### config.mk
export PLATFORM = sky130hd
export DESIGN_NAME = status_flags
export DESIGN_NICKNAME = d
export VERILOG_FILES = /design/src/rtl/status_flags.sv
export SDC_FILE = /design/constraint.sdc
export NUM_CORES = 1
export LEC_CHECK = 0
export ABC_CLOCK_PERIOD_IN_PS = 1910
export CELL_PAD_IN_SITES_DETAIL_PLACEMENT = 0
export CELL_PAD_IN_SITES_GLOBAL_PLACEMENT = 1
export CORE_UTILIZATION = 22
export CTS_CLUSTER_SIZE = 8
export DETAILED_ROUTE_END_ITERATION = 7
export GPL_TIMING_DRIVEN = 0
export PLACE_DENSITY = 0.82
export SLEW_MARGIN = 20
export SYNTH_ARGS = -nofsm -noshare
export SYNTH_HDL_FRONTEND = slang
export SYNTH_SLANG_ARGS = --single-unit
### constraint.sdc
create_clock -name clk -period 1.91 [get_ports clk]
set_clock_uncertainty 0.2 [all_clocks]
set_input_delay 0.573 -clock clk [delete_from_list [all_inputs] [get_ports clk]]
set_output_delay 0.573 -clock clk [all_outputs]
set_load 0.02 [all_outputs]
### src/rtl/status_flags.sv
// 6502 processor status register: ALU flag capture, PLP/RTI loads, flag ops, push image, delayed I and registered branch evaluation.
// Define STATUS_FLAGS_DECIMAL_EN to store the D flag; otherwise D reads as 0 and CLD/SED are no-ops.
module status_flags #(
    parameter logic [7:0] RESET_P = 8'h04
) (
    input  logic       clk,
    input  logic       rst_n,
    input  logic       alu_n,
    input  logic       alu_v,
    input  logic       alu_z,
    input  logic       alu_c,
    input  logic       upd_en,
    input  logic [3:0] upd_mask,
    input  logic       bit_en,
    input  logic [7:0] bus_in,
    input  logic       load_en,
    input  logic       flag_op_en,
    input  logic [2:0] flag_op,
    input  logic       push_b,
    input  logic       instr_done,
    input  logic       br_req,
    input  logic [2:0] br_cond,
    output logic [7:0] p_out,
    output logic       carry_out,
    output logic       overflow_out,
    output logic       irq_mask,
    output logic       br_valid,
    output logic       br_taken
);

    typedef enum logic [2:0] {
        OP_CLC = 3'd0,
        OP_SEC = 3'd1,
        OP_CLI = 3'd2,
        OP_SEI = 3'd3,
        OP_CLV = 3'd4,
        OP_CLD = 3'd5,
        OP_SED = 3'd6,
        OP_NOP = 3'd7
    } flag_op_e;

    logic n_q, v_q, d_q, i_q, z_q, c_q;
    logic n_d, v_d, i_d, z_d, c_d;
    logic flag_sel;
    logic cond_met;

`ifdef STATUS_FLAGS_DECIMAL_EN
    logic d_d;
    logic unused_bus;
    assign unused_bus = ^bus_in[5:4];
`else
    logic unused_bus;
    assign unused_bus = ^bus_in[5:3];
    assign d_q        = 1'b0;
`endif

    // Single highest-priority write source: load > flag op > BIT > ALU update
    always_comb begin
        n_d = n_q;
        v_d = v_q;
        i_d = i_q;
        z_d = z_q;
        c_d = c_q;
`ifdef STATUS_FLAGS_DECIMAL_EN
        d_d = d_q;
`endif
        if (load_en) begin
            n_d = bus_in[7];
            v_d = bus_in[6];
            i_d = bus_in[2];
            z_d = bus_in[1];
            c_d = bus_in[0];
`ifdef STATUS_FLAGS_DECIMAL_EN
            d_d = bus_in[3];
`endif
        end else if (flag_op_en) begin
            case (flag_op_e'(flag_op))
                OP_CLC: c_d = 1'b0;
                OP_SEC: c_d = 1'b1;
                OP_CLI: i_d = 1'b0;
                OP_SEI: i_d = 1'b1;
                OP_CLV: v_d = 1'b0;
`ifdef STATUS_FLAGS_DECIMAL_EN
                OP_CLD: d_d = 1'b0;
                OP_SED: d_d = 1'b1;
`endif
                default: ;
            endcase
        end else if (bit_en) begin
            n_d = bus_in[7];
            v_d = bus_in[6];
            z_d = alu_z;
        end else if (upd_en) begin
            if (upd_mask[3]) n_d = alu_n;
            if (upd_mask[2]) v_d = alu_v;
            if (upd_mask[1]) z_d = alu_z;
            if (upd_mask[0]) c_d = alu_c;
        end
    end

    always_ff @(posedge clk or negedge rst_n) begin
        if (!rst_n) begin
            n_q <= RESET_P[7];
            v_q <= RESET_P[6];
            i_q <= RESET_P[2];
            z_q <= RESET_P[1];
            c_q <= RESET_P[0];
        end else begin
            n_q <= n_d;
            v_q <= v_d;
            i_q <= i_d;
            z_q <= z_d;
            c_q <= c_d;
        end
    end

`ifdef STATUS_FLAGS_DECIMAL_EN
    always_ff @(posedge clk or negedge rst_n) begin
        if (!rst_n) d_q <= RESET_P[3];
        else        d_q <= d_d;
    end
`endif

    // Mask follows the post-write I so CLI/SEI/PLP take effect after the instruction completes
    always_ff @(posedge clk or negedge rst_n) begin
        if (!rst_n)          irq_mask <= 1'b1;
        else if (instr_done) irq_mask <= i_d;
    end

    always_comb begin
        case (br_cond[2:1])
            2'b00:   flag_sel = n_q;
            2'b01:   flag_sel = v_q;
            2'b10:   flag_sel = c_q;
            default: flag_sel = z_q;
        endcase
        cond_met = (flag_sel == br_cond[0]);
    end

    always_ff @(posedge clk or negedge rst_n) begin
        if (!rst_n) begin
            br_valid <= 1'b0;
            br_taken <= 1'b0;
        end else begin
            br_valid <= br_req;
            if (br_req) br_taken <= cond_met;
        end
    end

    assign p_out        = {n_q, v_q, 1'b1, push_b, d_q, i_q, z_q, c_q};
    assign carry_out    = c_q;
    assign overflow_out = v_q;

endmodule

==> results of run 1 <==
-- layout by cell type (no fill, tap or decap), types with 2 or more instances in the layout --
cell type / synthesis / routed
dfstp_2: 2 / 2
o21ai_0: 2 / 2
clkdlybuf4s50_1: 0 / 21
conb_1: 2 / 2
o211ai_1: 3 / 3
dfrtp_1: 6 / 6
buf_4: 9 / 11
a21oi_1: 4 / 4
nand2_1: 2 / 2
or4b_1: 2 / 2
clkdlybuf4s15_1: 0 / 3
inv_1: 4 / 4
dlygate4sd2_1: 0 / 12
clkbuf_4: 0 / 3
nor2_1: 3 / 3
mux2_2: 2 / 2
nand3b_1: 2 / 2
-- worst max-delay path by stage --
stage	from	endpoint	slack (ns)	depth (start not counted)
global route	overflow_out	p_out[6]	0.002	2
floorplan	flag_op[1]	overflow_out	0.09	3
CTS	carry_out	p_out[0]	0.009	2
finish	overflow_out	p_out[6]	0.04	2
global placement	flag_op[2]	overflow_out	-0.44	4
detailed placement	flag_op[2]	overflow_out	-0.47	4
-- repair_timing --
action / CTS / global route
pin swaps: 1 / 0
resized for setup: 18 / 3
setup endpoints to repair: 14 / 3
setup buffers: 1 / 0
endpoints found under the hold margin: 0 / 0
-- per-stage QoR --
step	total power (W)	hold WS, ns
finish	0.0005824	0.2841
floorplan	0.0003312	0.07741
CTS	0.0005918	0.2847
detailed placement	0.0004641	0.2771
global placement	0.0004585	0.2736
global route	0.0006169	0.3157
-- state kept, by name (all words and copies together), names as in the netlist --
signal	cells
overflow_out	1
br_taken	1
carry_out	1
z_q	1
i_q	1
br_valid	1
n_q	1
irq_mask	1
-- synth_stat cells (2+ instances only) --
cell      count  area share (%)
mux2_2        2             3.9
inv_1         4             2.6
or4b_1        2             3.4
nand3b_1      2             2.6
nand2_1       2             1.3
dfstp_2       2             9.0
o211ai_1      3             3.9
dfrtp_1       6              26
nor2_1        3             1.9
conb_1        2             1.3
buf_4         9              12
a21oi_1       4             3.4
o21ai_0       2             1.7
-- final cells by class --
cell class,instances,share of cell area [%]
inverters,4,1.491
multi-input cells,39,29.07
plain buffers,10,7.205
well taps,30,3.727
repair buffers,38,35.78
flip-flops and latches,8,20.12
clock buffers,4,2.609
-- power groups by stage --
stage / registers (W) / logic [W] / clock network (W)
finish: 0.000209 / 0.000232 / 0.000142
global route: 0.000213 / 0.000251 / 0.000153
CTS: 0.000209 / 0.000233 / 0.000150
detailed placement: 0.000214 / 0.000250 / 0
global placement: 0.000213 / 0.000246 / 0
floorplan: 0.000229 / 0.000103 / 0
-- metal layers --
metal  up-vias  part of all wire [%]
met5         -                     0
met4         0                   1.2
met3         2                    10
met2        31                    46
met1       279                    42
li1        300                     -
-- tightest hold or removal path: cells and delay by family, from the launching register on --
family	cells	cell delay, ns
buf+inv	1	0.04
flops	1	0.36
compound gates	1	0.07
-- logic make-up (layout without fill, tap and decap cells) --
logic type / after synthesis / after routing / share of synthesized area [%]
AOI/OAI and AO/OA: 17 / 17 / 20.43
and+or+nand+nor: 16 / 16 / 19.36
buffers and inverters: 14 / 56 / 14.84
DFF: 8 / 8 / 34.84
muxes: 3 / 3 / 7.741
other: 2 / 2 / 1.291
xor gates and xnor gates: 1 / 1 / 1.506
==> flow_summary_export.csv, run 1 <==
group,metric,value,unit
status,status,"complete, no violations",
worst_setup_path,r2r_slack,0.21,ns
route,routed_wl,1535,um
pwr,pwr-share-comb,39.8,%
pwr,leakagePower,0.4425,nW
cells_and_area,regArea,202.7,sq um
yosys,netlist_area,581.8,sq um
floorplanning,io_pins,44,
cells_and_area,fin_cells,133,
placement,io_buffers,37,
worst_hold_path,min_path_cells,2,
global_routing,use_met1,14.14,%
floorplanning,die_area,2854,sq um
worst_setup_path,critPathCaptureType,"output pin",
yosys,synth_edf_count,0,
run,cap_violations,0,
worst_setup_path,critical-path-max-stage-delay,0.40,ns
global_routing,gr-usage-all-layers,12.40,%
timing,finalSetupViolCount,0,
route,vias,612,
worst_setup_path,worstReg2RegStart,"n_q",
global_routing,met2_usage,20.83,%
worst_setup_path,critPathKind,"flip-flop to output pin",
route,routedWlPerCell,11.54,um
timing,rsz0062_at_grt,"false",
clock_network,cts-hold-fix-buffers,0,
timing,period_share,97.89,%
worst_setup_path,worstPathCellList,"buf_4 > dlygate4sd2_1",
clock_network,clock_sinks,8,
worst_setup_path,slowest_stage,"dfrtp_1",
yosys,synthesis.nets,92,
cells_and_area,fin_area,1007,sq um
worst_setup_path,r2r_cells,4,
worst_hold_path,hold_class,"flip-flop to flip-flop",
cells_and_area,final_util,40.66,%
yosys,ys_async_sr_fraction,100.0,%
timing,fmax,0.5348,GHz
global_routing,busiest_layer,"met2",
placement,hpwlAfterDp,1280,um
worst_setup_path,cpLargestDelayFamily,"buffers and inverters",
global_routing,grt_use_met3,2.299,%
route,vias_per_cell,4.602,
worst_setup_path,required,1.14,ns
route,ant_nets,0,
worst_setup_path,critPathBufInv,2,
floorplanning,fp.coreArea,2477,sq um
cells_and_area,nets,135,
clock_network,cts_tree,"built",
global_routing,grt-ovfl-total,0,
yosys,synth.distinct_cells,31,
clock_network,clk_pin_slew_worst_paths,0.05,ns
floorplanning,die_height,53.43,um
clock_network,clock_path_buffers,2,
placement,dp.cells,128,
placement,gp_congestion,0.6821,
floorplanning,die_w,53.43,um
cells_and_area,layout-drive-gt1-share,20.39,%
global_routing,first_global_vias,606,
timing,hold_viol_final,0,
worst_hold_path,worstHoldStart,"irq_mask",
placement,placed_area,989.7,sq um
worst_setup_path,arrival,1.10,ns
worst_setup_path,worst-path-max-fanout,4,
pwr,swShare,30.33,%
yosys,avgSynthCellArea,9.538,sq um
route,drt_iter0_markers,2,
global_routing,grt_antenna_before_repair,0,
worst_hold_path,holdPathEnd,"irq_mask",
cells_and_area,nFillCells,265,
cells_and_area,area_growth,73.12,%
route,drc,0,
clock_network,cts-htree-levels,1,
clock_network,cts_buffers,3,
global_routing,grt_max_degree,11,
yosys,ys.flop_type,"dfrtp_1",
timing,setup_tns,0,ns
yosys,yosysSeqAreaShare,34.84,%
clock_network,clock-root-buffer,"clkbuf_4",
clock_network,clk_latency,0.26,ns
timing,setup_ws,0.04025,ns
yosys,yosys_register_bits,8,
global_routing,grt_pass1_wl,2559,um
timing,slew_viol_final,0,
pwr,internal_power,0.0004058,W
pwr,seq_power_share,35.9,%
cells_and_area,multi_input_area,292.8,sq um
pwr,p_per_area,578.2,nW/um^2
yosys,ys_warn_count,0,
route,first_pass_iters,4,
yosys,syn_inst,61,
timing,min_period,1.870,ns
floorplanning,num_rows,18,
worst_setup_path,regToRegEndpoint,"br_taken",
placement,place_worst_setup_slack,-0.4651,ns
pwr,pwr-share-clk,24.4,%
cells_and_area,insertedDiodeCount,0,
pwr,ir_drop,0.0003054,V
floorplanning,initial_core_util,23.48,%
worst_setup_path,startpoint_type,"flip-flop",
pwr,p_sw,0.0001766,W
(Power assumes the default switching activity.)
==> inputs of run 2 (changes only) <==
--- a/config.mk
+++ b/config.mk
@@ -13,6 +13,7 @@
 export DETAILED_ROUTE_END_ITERATION = 7
 export GPL_TIMING_DRIVEN = 0
 export PLACE_DENSITY = 0.82
+export SETUP_SLACK_MARGIN = 0.02
 export SLEW_MARGIN = 20
 export SYNTH_ARGS = -nofsm -noshare
 export SYNTH_HDL_FRONTEND = slang
==> flow_summary_export.csv, run 2 (synthesized netlist as in run 1, its figures left out) <==
group,metric,value,unit
status,status,"complete, no violations",
clock_network,cts_buffers,3,
timing,hold_ws,0.2840,ns
route,routed_wl,1546,um
floorplanning,initial_core_util,23.48,%
route,vias,616,
worst_hold_path,hold_class,"flip-flop to flip-flop",
route,drc,0,
global_routing,first_global_vias,608,
floorplanning,die_w,53.43,um
placement,hpwlAfterDp,1280,um
clock_network,clk_pin_slew_worst_paths,0.05,ns
global_routing,grt_antenna_before_repair,0,
cells_and_area,insertedDiodeCount,0,
route,vias_per_cell,4.597,
global_routing,grt_pass1_wl,2566,um
worst_setup_path,arrival,1.78,ns
timing,finalSetupViolCount,0,
cells_and_area,fin_cells,134,
worst_setup_path,critPathCaptureType,"flip-flop",
global_routing,grt_max_degree,11,
timing,hold_viol_final,0,
clock_network,cts_tree,"built",
worst_setup_path,r2r_slack,0.21,ns
placement,dp.cells,128,
pwr,leakagePower,0.4630,nW
timing,fmax,0.5424,GHz
clock_network,cts-hold-fix-buffers,0,
worst_setup_path,critPathBufInv,1,
worst_setup_path,critical-path-max-stage-delay,0.50,ns
run,cap_violations,0,
floorplanning,die_height,53.43,um
cells_and_area,nFillCells,265,
timing,period_share,96.53,%
clock_network,clock_sinks,8,
worst_setup_path,required,1.85,ns
floorplanning,die_area,2854,sq um
route,routedWlPerCell,11.54,um
worst_setup_path,critPathKind,"primary input to flip-flop",
cells_and_area,nets,136,
route,drt_iter0_markers,4,
timing,min_period,1.844,ns
worst_setup_path,worst-path-max-fanout,3,
floorplanning,io_pins,44,
route,ant_nets,0,
placement,gp_congestion,0.6821,
cells_and_area,final_util,41.06,%
clock_network,clock-root-buffer,"clkbuf_4",
pwr,ir_drop,0.0003082,V
clock_network,clock_path_buffers,2,
worst_setup_path,worstPathCellList,"dlygate4sd2_1 > or4bb_1 > o211ai_1 > mux2_2",
cells_and_area,layout_commonest_cell,"clkdlybuf4s50_1",
worst_setup_path,cpLargestDelayFamily,"simple AND/OR/NAND/NOR gates",
timing,rsz0062_at_grt,"false",
global_routing,grt-ovfl-total,0,
route,first_pass_iters,4,
global_routing,gr-usage-all-layers,12.46,%
timing,slew_viol_final,0,
clock_network,clk_latency,0.26,ns
worst_setup_path,startpoint_type,"primary input",
floorplanning,num_rows,18,
cells_and_area,area_growth,74.84,%
cells_and_area,layout-drive-gt1-share,22.12,%
floorplanning,fp.coreArea,2477,sq um
cells_and_area,layout_common_cells,"clkdlybuf4s50_1, buf_4, dlygate4sd2_1",
clock_network,cts-htree-levels,1,
pwr,p_per_area,576.2,nW/um^2
worst_setup_path,slowest_stage,"or4bb_1",
placement,io_buffers,37,
run 2: worst paths after layout:
check | cells after the start | to | start
max | 4 | overflow_out | flag_op[0]
min | 2 | irq_mask | irq_mask
max reg2reg | 4 | br_taken | n_q
min reg2reg | 2 | irq_mask | irq_mask
max in group asynchronous | 1 | irq_mask | rst_n
min in group asynchronous | 1 | br_valid | rst_n
run 2: layer usage:
metal | GRT usage, % | share of wire (%)
met1 | 14.31 | 41
met2 | 20.83 | 47
met3 | 2.299 | 11
met4 | 7.895 | 1.2
met5 | 0 | 0
run 2: where the power goes:
part / switching, W / leakage [nW] / internal [W]
Clock: 0.0000620 / 0.0150 / 0.0000802
Sequential: 0.0000127 / 0.0918 / 0.000195
Combinational: 0.000103 / 0.356 / 0.000134
Total: 0.000178 / 0.463 / 0.000408
run 2: layout make-up:
cell class / instances / area [sq um] / share of cell area, %
repair buffers: 39 / 370.4 / 36.41
multi-input cells: 39 / 292.8 / 28.78
flip-flops and latches: 8 / 202.7 / 19.93
plain buffers: 10 / 72.57 / 7.134
well taps: 30 / 37.54 / 3.690
clock buffers: 4 / 26.28 / 2.583
inverters: 4 / 15.01 / 1.476
run 2: worst reg2reg max path, cell delays in order (launching register included):
cell	delay [ns]
dfrtp_1	0.39
buf_4	0.15
mux4_2	0.46
xnor2_1	0.13
mux2_2	0.26
run 2: repair_timing:
action / CTS / global route
buffers inserted: 2 / 0
pin swaps: 1 / 0
endpoints found under the setup margin: 14 / 6
resized for setup: 21 / 7
hold endpoints to repair: 0 / 0
run 2: stage by stage:
| stage | TNS (ns) | instance area, sq um | worst slack [ns] | power, W |
|---|---|---|---|---|
| floorplan | 0 | 581.8 | 0.08933 | 0.0003312 |
| detailed placement | -2.073 | 989.7 | -0.4651 | 0.0004641 |
| CTS | 0 | 1007 | 0.02182 | 0.0005951 |
| finish | 0 | 1017 | 0.06625 | 0.0005861 |
| global route | 0 | 1017 | 0.02240 | 0.0006209 |
| global placement | -1.969 | 989.7 | -0.4443 | 0.0004585 |
==> inputs of run 3 (changes only) <==
--- a/config.mk
+++ b/config.mk
@@ -6,13 +6,14 @@
 export NUM_CORES = 1
 export LEC_CHECK = 0
 export ABC_CLOCK_PERIOD_IN_PS = 1910
+export CAP_MARGIN = 10
 export CELL_PAD_IN_SITES_DETAIL_PLACEMENT = 0
 export CELL_PAD_IN_SITES_GLOBAL_PLACEMENT = 1
 export CORE_UTILIZATION = 22
 export CTS_CLUSTER_SIZE = 8
 export DETAILED_ROUTE_END_ITERATION = 7
 export GPL_TIMING_DRIVEN = 0
-export PLACE_DENSITY = 0.82
+export PLACE_DENSITY = 0.86
 export SETUP_SLACK_MARGIN = 0.02
 export SLEW_MARGIN = 20
 export SYNTH_ARGS = -nofsm -noshare
==> flow_summary_export.csv, run 3 (synthesized netlist as in run 1, its figures left out) <==
group,metric,value,unit
clock_network,clock-root-buffer,"clkbuf_4",
cells_and_area,multi_input_area,296.5,sq um
worst_setup_path,required,1.85,ns
route,routedWlPerCell,11.97,um
cells_and_area,layout_common_cells,"clkdlybuf4s50_1, buf_4, dlygate4sd2_1",
timing,hold_ws,0.2936,ns
timing,rsz0062_at_grt,"false",
cells_and_area,nets,137,
clock_network,clk_pin_slew_worst_paths,0.06,ns
timing,fmax,0.5433,GHz
worst_hold_path,worstHoldStart,"irq_mask",
worst_setup_path,arrival,1.78,ns
cells_and_area,fin_area,1021,sq um
pwr,seq_power_share,35.0,%
clock_network,cts_buffers,3,
pwr,ir_drop,0.0002472,V
pwr,internal_power,0.0004124,W
clock_network,clk_latency,0.25,ns
timing,finalSetupViolCount,0,
status,status,"complete, no violations",
floorplanning,die_w,53.43,um
pwr,swShare,30.42,%
route,drc,0,
route,drt_iter0_markers,5,
cells_and_area,area_growth,75.48,%
worst_setup_path,startpoint_type,"primary input",
floorplanning,fp.coreArea,2477,sq um
clock_network,cts-htree-levels,1,
cells_and_area,layout-drive-gt1-share,23.81,%
global_routing,grt_max_degree,11,
pwr,p_per_area,580.6,nW/um^2
run,cap_violations,0,
cells_and_area,regArea,202.7,sq um
route,wirelength_met1,709,um
global_routing,first_global_vias,639,
worst_setup_path,worst-path-max-fanout,4,
route,highest_layer,"met3",
placement,placed_area,989.7,sq um
worst_setup_path,critPathCaptureType,"flip-flop",
placement,io_buffers,37,
floorplanning,num_rows,18,
worst_hold_path,hold_class,"flip-flop to flip-flop",
cells_and_area,layout_commonest_cell,"clkdlybuf4s50_1",
clock_network,cts_tree,"built",
floorplanning,die_height,53.43,um
cells_and_area,nFillCells,282,
placement,gp_congestion,0.7117,
timing,slew_viol_final,0,
clock_network,clock_sinks,8,
route,first_pass_iters,4,
worst_setup_path,crit_start,"flag_op[1]",
global_routing,grt_antenna_before_repair,0,
global_routing,gr-usage-all-layers,13.27,%
route,vias_per_cell,4.600,
placement,dp.cells,128,
cells_and_area,final_util,41.21,%
floorplanning,die_area,2854,sq um
clock_network,cts-hold-fix-buffers,0,
worst_setup_path,worstReg2RegStart,"overflow_out",
route,dr_wl_met3,172,um
worst_setup_path,critPathKind,"primary input to flip-flop",
floorplanning,io_pins,44,
route,routed_wl,1616,um
floorplanning,initial_core_util,23.48,%
clock_network,clock_path_buffers,2,
pwr,p_sw,0.0001803,W
timing,min_period,1.841,ns
placement,hpwlAfterDp,1305,um
timing,period_share,96.37,%
global_routing,grt-ovfl-total,0,
pwr,leakagePower,0.4629,nW
route,ant_nets,0,
timing,hold_viol_final,0,
cells_and_area,fin_cells,135,
pwr,pwr-share-comb,41.3,%
pwr,pwr-share-clk,23.7,%
global_routing,grt_pass1_wl,2732,um
cells_and_area,insertedDiodeCount,0,
route,wl_met2,734,um
route,vias,621,
-- run 3: cell count changes in the layout (fill, tap and decap cells not counted), sizes merged --
cell and delta:
buf +2, clkdlybuf4s15 -1, clkdlybuf4s50 +1, dlymetal6s2s -1
-- run 3: worst max-delay path, cell delays in order --
cell and delay, ns:
dlygate4sd2_1 0.26, or4bb_1 0.50, o211ai_1 0.13, mux2_4 0.32
-- run 3: layout make-up --
cell class,instances,share of cell area (%)
Multi-Input combinational cell,39,29.04
Timing Repair Buffer,40,36.27
Buffer,10,7.108
Inverter,4,1.471
Tap cell,30,3.676
Sequential cell,8,19.85
Clock buffer,4,2.574
-- run 3: worst paths after layout --
| check | slack (ns) | end | cells after the start |
|---|---|---|---|
| max reg2reg | 0.21 | br_taken | 4 |
| max | 0.07 | overflow_out | 4 |
| max in group asynchronous | 0.79 | i_q | 1 |
| min reg2reg | 0.29 | irq_mask | 2 |
| min | 0.29 | irq_mask | 2 |
| min in group asynchronous | 0.40 | n_q | 1 |
-- run 3: power groups by stage --
stage | registers, W | clock network, W | logic [W]
2_1_floorplan | 0.000229 | 0 | 0.000103
3_3_place_gp | 0.000212 | 0 | 0.000245
3_5_place_dp | 0.000214 | 0 | 0.000251
4_1_cts | 0.000207 | 0.000151 | 0.000246
5_1_grt | 0.000210 | 0.000161 | 0.000264
6_report | 0.000208 | 0.000141 | 0.000245
-- run 3: metal layers --
| metal | GRT usage [%] | up-vias |
|---|---|---|
| li1 | - | 308 |
| met1 | 16.47 | 277 |
| met2 | 21.25 | 36 |
| met3 | 2.874 | 0 |
| met4 | 6.579 | 0 |
| met5 | 0 | - |
-- run 3: timing repair --
item | 4_1_cts | 5_1_grt
resized for setup | 26 | 4
setup endpoints to repair | 15 | 5
setup buffers | 3 | 0
pin swaps | 1 | 0
-- run 3: through the flow --
| step | total power (W) | TNS, ns | setup WS (ns) |
|---|---|---|---|
| 4_1_cts | 0.0006043 | 0 | 0.03253 |
| 5_1_grt | 0.0006358 | 0 | 0.02020 |
| 6_report | 0.0005928 | 0 | 0.06932 |
| 2_1_floorplan | 0.0003312 | 0 | 0.08933 |
| 3_5_place_dp | 0.0004651 | -2.040 | -0.4632 |
| 3_3_place_gp | 0.0004577 | -1.933 | -0.4381 |
